===== config.mk =====
export PLATFORM = sky130hd
export DESIGN_NAME = branch_resolve_queue
export DESIGN_NICKNAME = d
export VERILOG_FILES = /design/src/rtl/branch_resolve_queue.sv
export SDC_FILE = /design/constraint.sdc
export NUM_CORES = 1
export LEC_CHECK = 0
export BUFFER_PORTS_ARGS = -buffer_cell sky130_fd_sc_hd__buf_4
export CORE_MARGIN = 4
export CORE_UTILIZATION = 40
export CTS_CLUSTER_DIAMETER = 100
export DETAILED_ROUTE_END_ITERATION = 8
export SETUP_SLACK_MARGIN = 0.02
export SYNTH_ARGS = -nofsm -noshare
export SYNTH_HDL_FRONTEND = slang
export SYNTH_SLANG_ARGS = --single-unit

===== constraint.sdc =====
create_clock -name clk -period 5.7 [get_ports clk]
set_input_delay 1.425 -clock clk [delete_from_list [all_inputs] [get_ports clk]]
set_output_delay 1.425 -clock clk [all_outputs]
set_load 0.05 [all_outputs]

===== src/rtl/branch_resolve_queue.sv =====
// In-order branch record queue between fetch and execute: trains the predictor on resolve,
// detects mispredicts, redirects and flushes younger records. Optional counters: BRQ_STATS_EN.
module branch_resolve_queue #(
    parameter int DEPTH = 4,
    localparam int CNT_W = $clog2(DEPTH) + 1
) (
    input  logic             clk,
    input  logic             reset_n,
    input  logic             push_valid,
    output logic             push_ready,
    input  logic [31:0]      push_pc,
    input  logic             push_pred_taken,
    input  logic [31:0]      push_pred_target,
    input  logic             resolve_valid,
    input  logic             resolve_taken,
    input  logic [31:0]      resolve_target,
    output logic             upd_valid,
    output logic [31:0]      upd_pc,
    output logic             upd_taken,
    output logic             mispredict,
    output logic [31:0]      redirect_pc,
    output logic             resolve_error,
    output logic [CNT_W-1:0] count,
    output logic             empty,
    output logic             full,
    output logic [31:0]      stat_branches,
    output logic [31:0]      stat_mispredicts
);
    localparam int PTR_W = $clog2(DEPTH);

    logic [31:0]      pc_mem     [DEPTH];
    logic             taken_mem  [DEPTH];
    logic [31:0]      target_mem [DEPTH];

    logic [PTR_W-1:0] rd_ptr;
    logic [PTR_W-1:0] wr_ptr;
    logic [CNT_W-1:0] count_q;

    logic [31:0]      head_pc;
    logic             head_taken;
    logic [31:0]      head_target;
    logic             do_pop;
    logic             do_push;
    logic             flush;
    logic [31:0]      next_redirect;

    assign count      = count_q;
    assign empty      = (count_q == '0);
    assign full       = (count_q == CNT_W'(DEPTH));
    assign push_ready = !full;

    always_comb begin
        head_pc       = pc_mem[rd_ptr];
        head_taken    = taken_mem[rd_ptr];
        head_target   = target_mem[rd_ptr];
        do_pop        = resolve_valid && !empty;
        flush         = do_pop && ((head_taken != resolve_taken) ||
                                   (resolve_taken && (head_target != resolve_target)));
        // A push alongside a flush is a younger wrong-path branch and is dropped.
        do_push       = push_valid && push_ready && !flush;
        next_redirect = resolve_taken ? resolve_target : (head_pc + 32'd4);
    end

    // Entry payload is not reset; validity is carried by the pointers alone.
    always_ff @(posedge clk) begin
        if (do_push) begin
            pc_mem[wr_ptr]     <= push_pc;
            taken_mem[wr_ptr]  <= push_pred_taken;
            target_mem[wr_ptr] <= push_pred_target;
        end
    end

    always_ff @(posedge clk) begin
        if (!reset_n) begin
            rd_ptr        <= '0;
            wr_ptr        <= '0;
            count_q       <= '0;
            upd_valid     <= 1'b0;
            upd_pc        <= '0;
            upd_taken     <= 1'b0;
            mispredict    <= 1'b0;
            redirect_pc   <= '0;
            resolve_error <= 1'b0;
        end else begin
            upd_valid     <= do_pop;
            mispredict    <= flush;
            resolve_error <= resolve_valid && empty;
            if (do_pop) begin
                upd_pc    <= head_pc;
                upd_taken <= resolve_taken;
            end
            if (flush) begin
                redirect_pc <= next_redirect;
                rd_ptr      <= '0;
                wr_ptr      <= '0;
                count_q     <= '0;
            end else begin
                if (do_push) wr_ptr <= wr_ptr + PTR_W'(1);
                if (do_pop)  rd_ptr <= rd_ptr + PTR_W'(1);
                count_q <= count_q + CNT_W'(do_push) - CNT_W'(do_pop);
            end
        end
    end

`ifdef BRQ_STATS_EN
    logic [31:0] branches_q;
    logic [31:0] mispredicts_q;

    always_ff @(posedge clk) begin
        if (!reset_n) begin
            branches_q    <= '0;
            mispredicts_q <= '0;
        end else begin
            if (do_pop) branches_q    <= branches_q + 32'd1;
            if (flush)  mispredicts_q <= mispredicts_q + 32'd1;
        end
    end

    assign stat_branches    = branches_q;
    assign stat_mispredicts = mispredicts_q;
`else
    assign stat_branches    = 32'd0;
    assign stat_mispredicts = 32'd0;
`endif

endmodule


# [Word-level counts from Yosys, hierarchy flattened]
# Memories as Yosys holds them, arrays and structs flattened. A register that Yosys moved wholly into a read port is not among the register bits.
# Cells that the tools add are included.
[word_totals] reg_bits=75 mem_count=3 mem_bits_rw=260 input_bits=102 wordCells=42 output_inout_bits=138
[mem_list] name="pc_mem" depth=4 word_bits=32 read_ports=1 rd_clocked_by_memory_dff=1 write_ports=1 line_no="31" text="logic [31:0] pc_mem [DEPTH];"
[mem_list] name="target_mem" depth=4 word_bits=32 read_ports=1 rd_clocked_by_memory_dff=1 write_ports=1 line_no="33" text="logic [31:0] target_mem [DEPTH];"
[mem_list] name="taken_mem" depth=4 word_bits=1 read_ports=1 rd_clocked_by_memory_dff=1 write_ports=1 line_no="32" text="logic taken_mem [DEPTH];"
[op_classes] reduce_logical=12 bitwise=1 add_sub_neg=5 muxes=9 n_eq_ne=3
[ops] operator="$add A32 B3 Y32 const B" count=1
[ops] operator="$mux W32" count=1
[ops] operator="$ne A32 B32 Y1" count=1
[ops] operator="$mux W2" count=6
[ops] operator="$logic_and A1 B1 Y1" count=6
[ops] operator="$add A2 B1 Y2 const B" count=2
[ops] operator="$add A3 B1 Y3" count=1
[ops] operator="$eq A3 B3 Y1 const B" count=1
[ops] operator="$logic_not A1 Y1" count=3
[ops] operator="$logic_not A3 Y1" count=1
[ops] operator="$sub A3 B1 Y3" count=1
[ops] operator="$mux W1" count=2
[ops] operator="$reduce_or A2 Y1" count=1
[ops] operator="$logic_or A1 B1 Y1" count=1
[ops] operator="$ne A1 B1 Y1" count=1
[ops] operator="$not A1 Y1" count=1

# [Depth between registers and ports, before layout]
[depth] ltp_word=8 mapped_depth=19 ltp_nobuf=14

# [Worst setup path after synthesis]
# No wires, ideal clock.
[synth_timing] path_kind="input to register" startpoint="in resolve_taken" endpoint="mem pc_mem[0][0], enable pin" stages=7 path_buffers=2 t_arrival_ps=4461 slack_ps=809 path_cell_list="clkbuf_1 -> o311ai_0 -> nor4bb_1 -> nand4_1 -> o31ai_4 -> buf_6 -> and3_1"
[synth_between] elab_chain_cells=7
[synth_lines] element="start, declared" line_no="15" text="input logic resolve_taken,"
[synth_lines] element="$ne A1 B1 Y1 or $logic_and A1 B1 Y1 (tied branches)" line_no="57, 58"
[synth_lines] element="$logic_or A1 B1 Y1 (*)" line_no="57" text="flush = do_pop && ((head_taken != resolve_taken) ||"
[synth_lines] element="$logic_and A1 B1 Y1 (*)" line_no="57"
[synth_lines] element="$logic_not A1 Y1 (*)" line_no="60" text="do_push = push_valid && push_ready && !flush;"
[synth_lines] element="$logic_and A1 B1 Y1 (*)" line_no="60"
[synth_lines] element="$mux W1 (*)" line_no="66" text="if (do_push) begin"
[synth_lines] element="$mux W1 (not written as such) (*)" line_no="67" text="pc_mem[wr_ptr] <= push_pc;"
[synth_lines] element="end, declared" line_no="31"
# Mark *: on every way between the ends. The rest lies on a longest branch, timed or not.

==> impl_metrics.xml <==
<?xml version="1.0" encoding="UTF-8"?>
<metrics>
  <group name="die">
    <metric name="core_area" unit="µm²">34900</metric>
    <metric name="initial_core_util" unit="">0.409</metric>
    <metric name="die_h" unit="µm">197</metric>
    <metric name="row_count" unit="">68</metric>
    <metric name="die_area" unit="µm²">38800</metric>
    <metric name="ioPinCount" unit="">240</metric>
    <metric name="fp.dieW" unit="µm">197</metric>
  </group>
  <group name="sta">
    <metric name="timing.final.setup_violations" unit="">0</metric>
    <metric name="final_min_period_over_clock_period" unit="">0.793</metric>
    <metric name="worst_clock_skew" unit="ns">0.0274</metric>
    <metric name="tightest_slew" unit="ns">0.777</metric>
    <metric name="grt_setup_unrepaired" unit="">false</metric>
    <metric name="max_freq" unit="GHz">0.221</metric>
    <metric name="finalHoldViolCount" unit="">0</metric>
    <metric name="finalMaxSlewViolations" unit="">0</metric>
    <metric name="final.min_clock_period" unit="ns">4.52</metric>
    <metric name="fin_setup_tns" unit="ns">0</metric>
    <metric name="max-slew-margin-rel" unit="">0.482</metric>
    <metric name="setup_slack" unit="ns">1.18</metric>
  </group>
  <group name="grt">
    <metric name="grt_start_max_net_pins" unit="">69</metric>
    <metric name="globalRouteOverflowTotal" unit="">0</metric>
    <metric name="track_usage" unit="">0.184</metric>
    <metric name="grt_antenna_before_repair" unit="">2</metric>
    <metric name="vias_in_the_first_global_route" unit="">8387</metric>
    <metric name="grt_first_pass_wirelength" unit="µm">53800</metric>
  </group>
  <group name="clocking">
    <metric name="post-cts-setup-buffers" unit="">0</metric>
    <metric name="numCtsBuffers" unit="">37</metric>
    <metric name="clk_transition_reported_paths" unit="ns">0.06</metric>
    <metric name="hold_buf_count_cts" unit="">0</metric>
    <metric name="ctsLongestPathBuffers" unit="">3</metric>
    <metric name="htreeDepth" unit="">2</metric>
    <metric name="post_cts_resized" unit="">0</metric>
    <metric name="ctsRootBufferMaster" unit="">clkbuf_16</metric>
    <metric name="worst_skew_pair.late_latency" unit="ns">0.51</metric>
    <metric name="cts.sink_count" unit="">337</metric>
    <metric name="tritoncts_clock_tree" unit="">yes</metric>
  </group>
  <group name="finish">
    <metric name="insertedDiodeCount" unit="">0</metric>
    <metric name="layout-area-overhead-vs-synth" unit="%">19.1</metric>
    <metric name="most_common_library_cell_in_the_layout_ignoring_fill_and_taps" unit="">edfxtp_1</metric>
    <metric name="post-route-cell-area" unit="µm²">17000</metric>
    <metric name="final_util" unit="">0.487</metric>
    <metric name="layout.nets" unit="">1269</metric>
    <metric name="layout_common_cells" unit="">edfxtp_1, buf_4, nand2_1</metric>
    <metric name="instances_no_fill" unit="">1641</metric>
    <metric name="drive_above_1_share" unit="">0.264</metric>
  </group>
  <group name="synthesis">
    <metric name="synth_seq_area_share" unit="">0.655</metric>
    <metric name="post_synth_main_area_contributors" unit="">edfxtp_1, dfxtp_1, mux4_2</metric>
    <metric name="synth-edff-count" unit="">260</metric>
    <metric name="asr_flop_ratio_synth" unit="">0</metric>
    <metric name="ys_seq_elements" unit="">337</metric>
    <metric name="synth_cell_type_count" unit="">47</metric>
    <metric name="synth_top_cell_area_share" unit="">0.547</metric>
    <metric name="syn_area_per_cell" unit="µm²">14.7</metric>
    <metric name="synth_flop_cell" unit="">edfxtp_1</metric>
    <metric name="syn-cell-area" unit="µm²">14300</metric>
    <metric name="synthCells" unit="">972</metric>
    <metric name="netlist.top_cell.by_area" unit="">edfxtp_1</metric>
    <metric name="synth_warnings" unit="">0</metric>
  </group>
  <group name="place">
    <metric name="pre_cts_ws" unit="ns">1.17</metric>
    <metric name="postPlaceCellArea" unit="µm²">15900</metric>
    <metric name="post-place-cells" unit="">1575</metric>
    <metric name="count_of_buffers_from_port_buffering" unit="">175</metric>
    <metric name="routabilityCongestion" unit="">0.837</metric>
    <metric name="dp_hpwl" unit="µm">25800</metric>
  </group>
  <group name="worst_hold_path">
    <metric name="min_path_type" unit="">flip-flop to flip-flop</metric>
    <metric name="timing.hold.worst_path_depth" unit="">2</metric>
    <metric name="hold_startpoint" unit="">upd_pc[2]</metric>
    <metric name="hold_path_end" unit="">upd_pc[2]</metric>
  </group>
  <group name="power_and_ir_drop">
    <metric name="cellPowerDensity" unit="nW/µm²">468</metric>
    <metric name="power.static_leakage" unit="nW">6.14</metric>
    <metric name="power.ir.vdd_worst" unit="µV">356</metric>
  </group>
  <group name="detailed_routing">
    <metric name="detail_route.first_pass.iterations" unit="">5</metric>
    <metric name="routed-via-count" unit="">8484</metric>
    <metric name="route.detailed.drc" unit="">0</metric>
    <metric name="count_of_nets_left_with_antenna_violations_after_detail_routing" unit="">0</metric>
    <metric name="route.detailed.wl_per_inst" unit="µm">22.2</metric>
    <metric name="routed_wl" unit="µm">36500</metric>
    <metric name="drt_iter0_drc" unit="">739</metric>
    <metric name="dr_vias_cell" unit="">5.17</metric>
  </group>
  <group name="setup_path">
    <metric name="worstSetupPathType" unit="">flip-flop to flip-flop</metric>
    <metric name="timing.reg2reg.setup_slack" unit="ns">1.18</metric>
    <metric name="worstPathMaxFanout" unit="">29</metric>
    <metric name="crit_path_start_kind" unit="">flip-flop</metric>
    <metric name="worst_ep_arrival_time" unit="ns">4.88</metric>
    <metric name="worst_r2r_path_depth" unit="">16</metric>
    <metric name="r2r_end" unit="">count[2]</metric>
    <metric name="timing.critical_path.required" unit="ns">6.06</metric>
    <metric name="critical_path.endpoint_type" unit="">flip-flop</metric>
  </group>
  <group name="run">
    <metric name="max_cap_violations" unit="">0</metric>
  </group>
  <group name="status">
    <metric name="outcome" unit="">completed</metric>
  </group>
</metrics>
-- per-stage QoR --
stage / power, mW / hold slack (ns)
after detailed placement: 5.82 / 0.452
after floorplan: 5.07 / 0.528
after global placement: 5.80 / 0.450
after global routing: 8.34 / 0.476
final: 7.97 / 0.456
after CTS: 8.05 / 0.461
-- synthesized netlist by cell type, types with 2 or more instances --
cell / number
edfxtp_1: 260
nand2_1: 144
dfxtp_1: 77
buf_4: 69
mux2i_1: 57
mux4_2: 53
xnor2_1: 40
a21oi_1: 36
clkbuf_1: 23
nand2b_1: 21
o211ai_1: 20
xor2_1: 17
nor2_1: 16
inv_1: 14
nand4_1: 14
o21ai_0: 13
nand3_1: 11
nor3_1: 11
buf_6: 9
and3_1: 8
buf_2: 7
ha_1: 7
a22oi_1: 5
mux2_2: 5
nor4_1: 5
buf_1: 3
nand3b_1: 3
a221oi_1: 2
nor4_4: 2
o2111ai_1: 2
o2bb2ai_1: 2
-- area by class of cell --
type                    instances  area [µm²]
fillers                      3037       17900
flip-flops and latches        337        9360
multi-input cells             572        4360
repair buffers                196        1530
clock buffers                  50         996
well taps                     455         569
clock inverters                16         136
inverters                      15        56.3
-- metal layers --
layer | vias to the layer above | routed length (µm) | global-route usage
met5 | - | 13 | 0
met3 | 51 | 2510 | 0.0316
li1 | 3860 | - | -
met4 | 2 | 1010 | 0.0539
met2 | 340 | 17100 | 0.295
met1 | 4231 | 15800 | 0.261
-- logic make-up after synthesis --
| family | count (synthesis) | synth area share |
|---|---|---|
| mux | 115 | 0.128 |
| buf+inv | 126 | 0.0566 |
| compound gates | 89 | 0.0400 |
| fa+ha+maj | 8 | 0.00754 |
| xor+xnor | 57 | 0.0350 |
| simple gates | 239 | 0.0779 |
| flops | 337 | 0.655 |
| other cells | 1 | 0.000263 |
-- sequential cells by signal, indices dropped and copies added, names as in the netlist, 2 cells and up, named ones only --
register and cells:
count 3, pc_mem 128, rd_ptr 2, redirect_pc 32, taken_mem 4, target_mem 128, upd_pc 32, wr_ptr 2
-- power breakdown --
| part | total (mW) | leakage [nW] | internal, mW | switching (mW) |
|---|---|---|---|---|
| registers | 3.27 | 3.01 | 3.06 | 0.211 |
| logic | 2.47 | 2.59 | 0.887 | 1.58 |
| clock network | 2.23 | 0.551 | 1.32 | 0.914 |
| total | 7.97 | 6.14 | 5.26 | 2.71 |
-- critical path, stage by stage, from the launching register on --
cell and delay [ns]:
dfxtp_4 0.68, buf_4 0.35, buf_4 0.27, mux2i_1 0.25
xor2_1 0.17, nor2_1 0.07, a211oi_1 0.53, nand4_1 0.36
o31ai_4 0.31, nand2_1 0.12, ha_1 0.29, inv_1 0.04
ha_1 0.18, fa_1 0.38, xnor2_1 0.18, xnor2_1 0.13
nor3_1 0.06
-- worst max path at each step --
stage,from,end,slack [ns],depth (start not counted)
floorplan,resolve_taken,pc_mem[0][0],0.81,7
global placement,resolve_target[31],count[2],1.20,14
detailed placement,flip-flop,count[2],1.17,16
CTS,flip-flop,count[2],1.17,16
global route,flip-flop,count[2],1.03,16
finish,flip-flop,count[2],1.18,16
No activity file was read; power rests on OpenSTA's default activity.
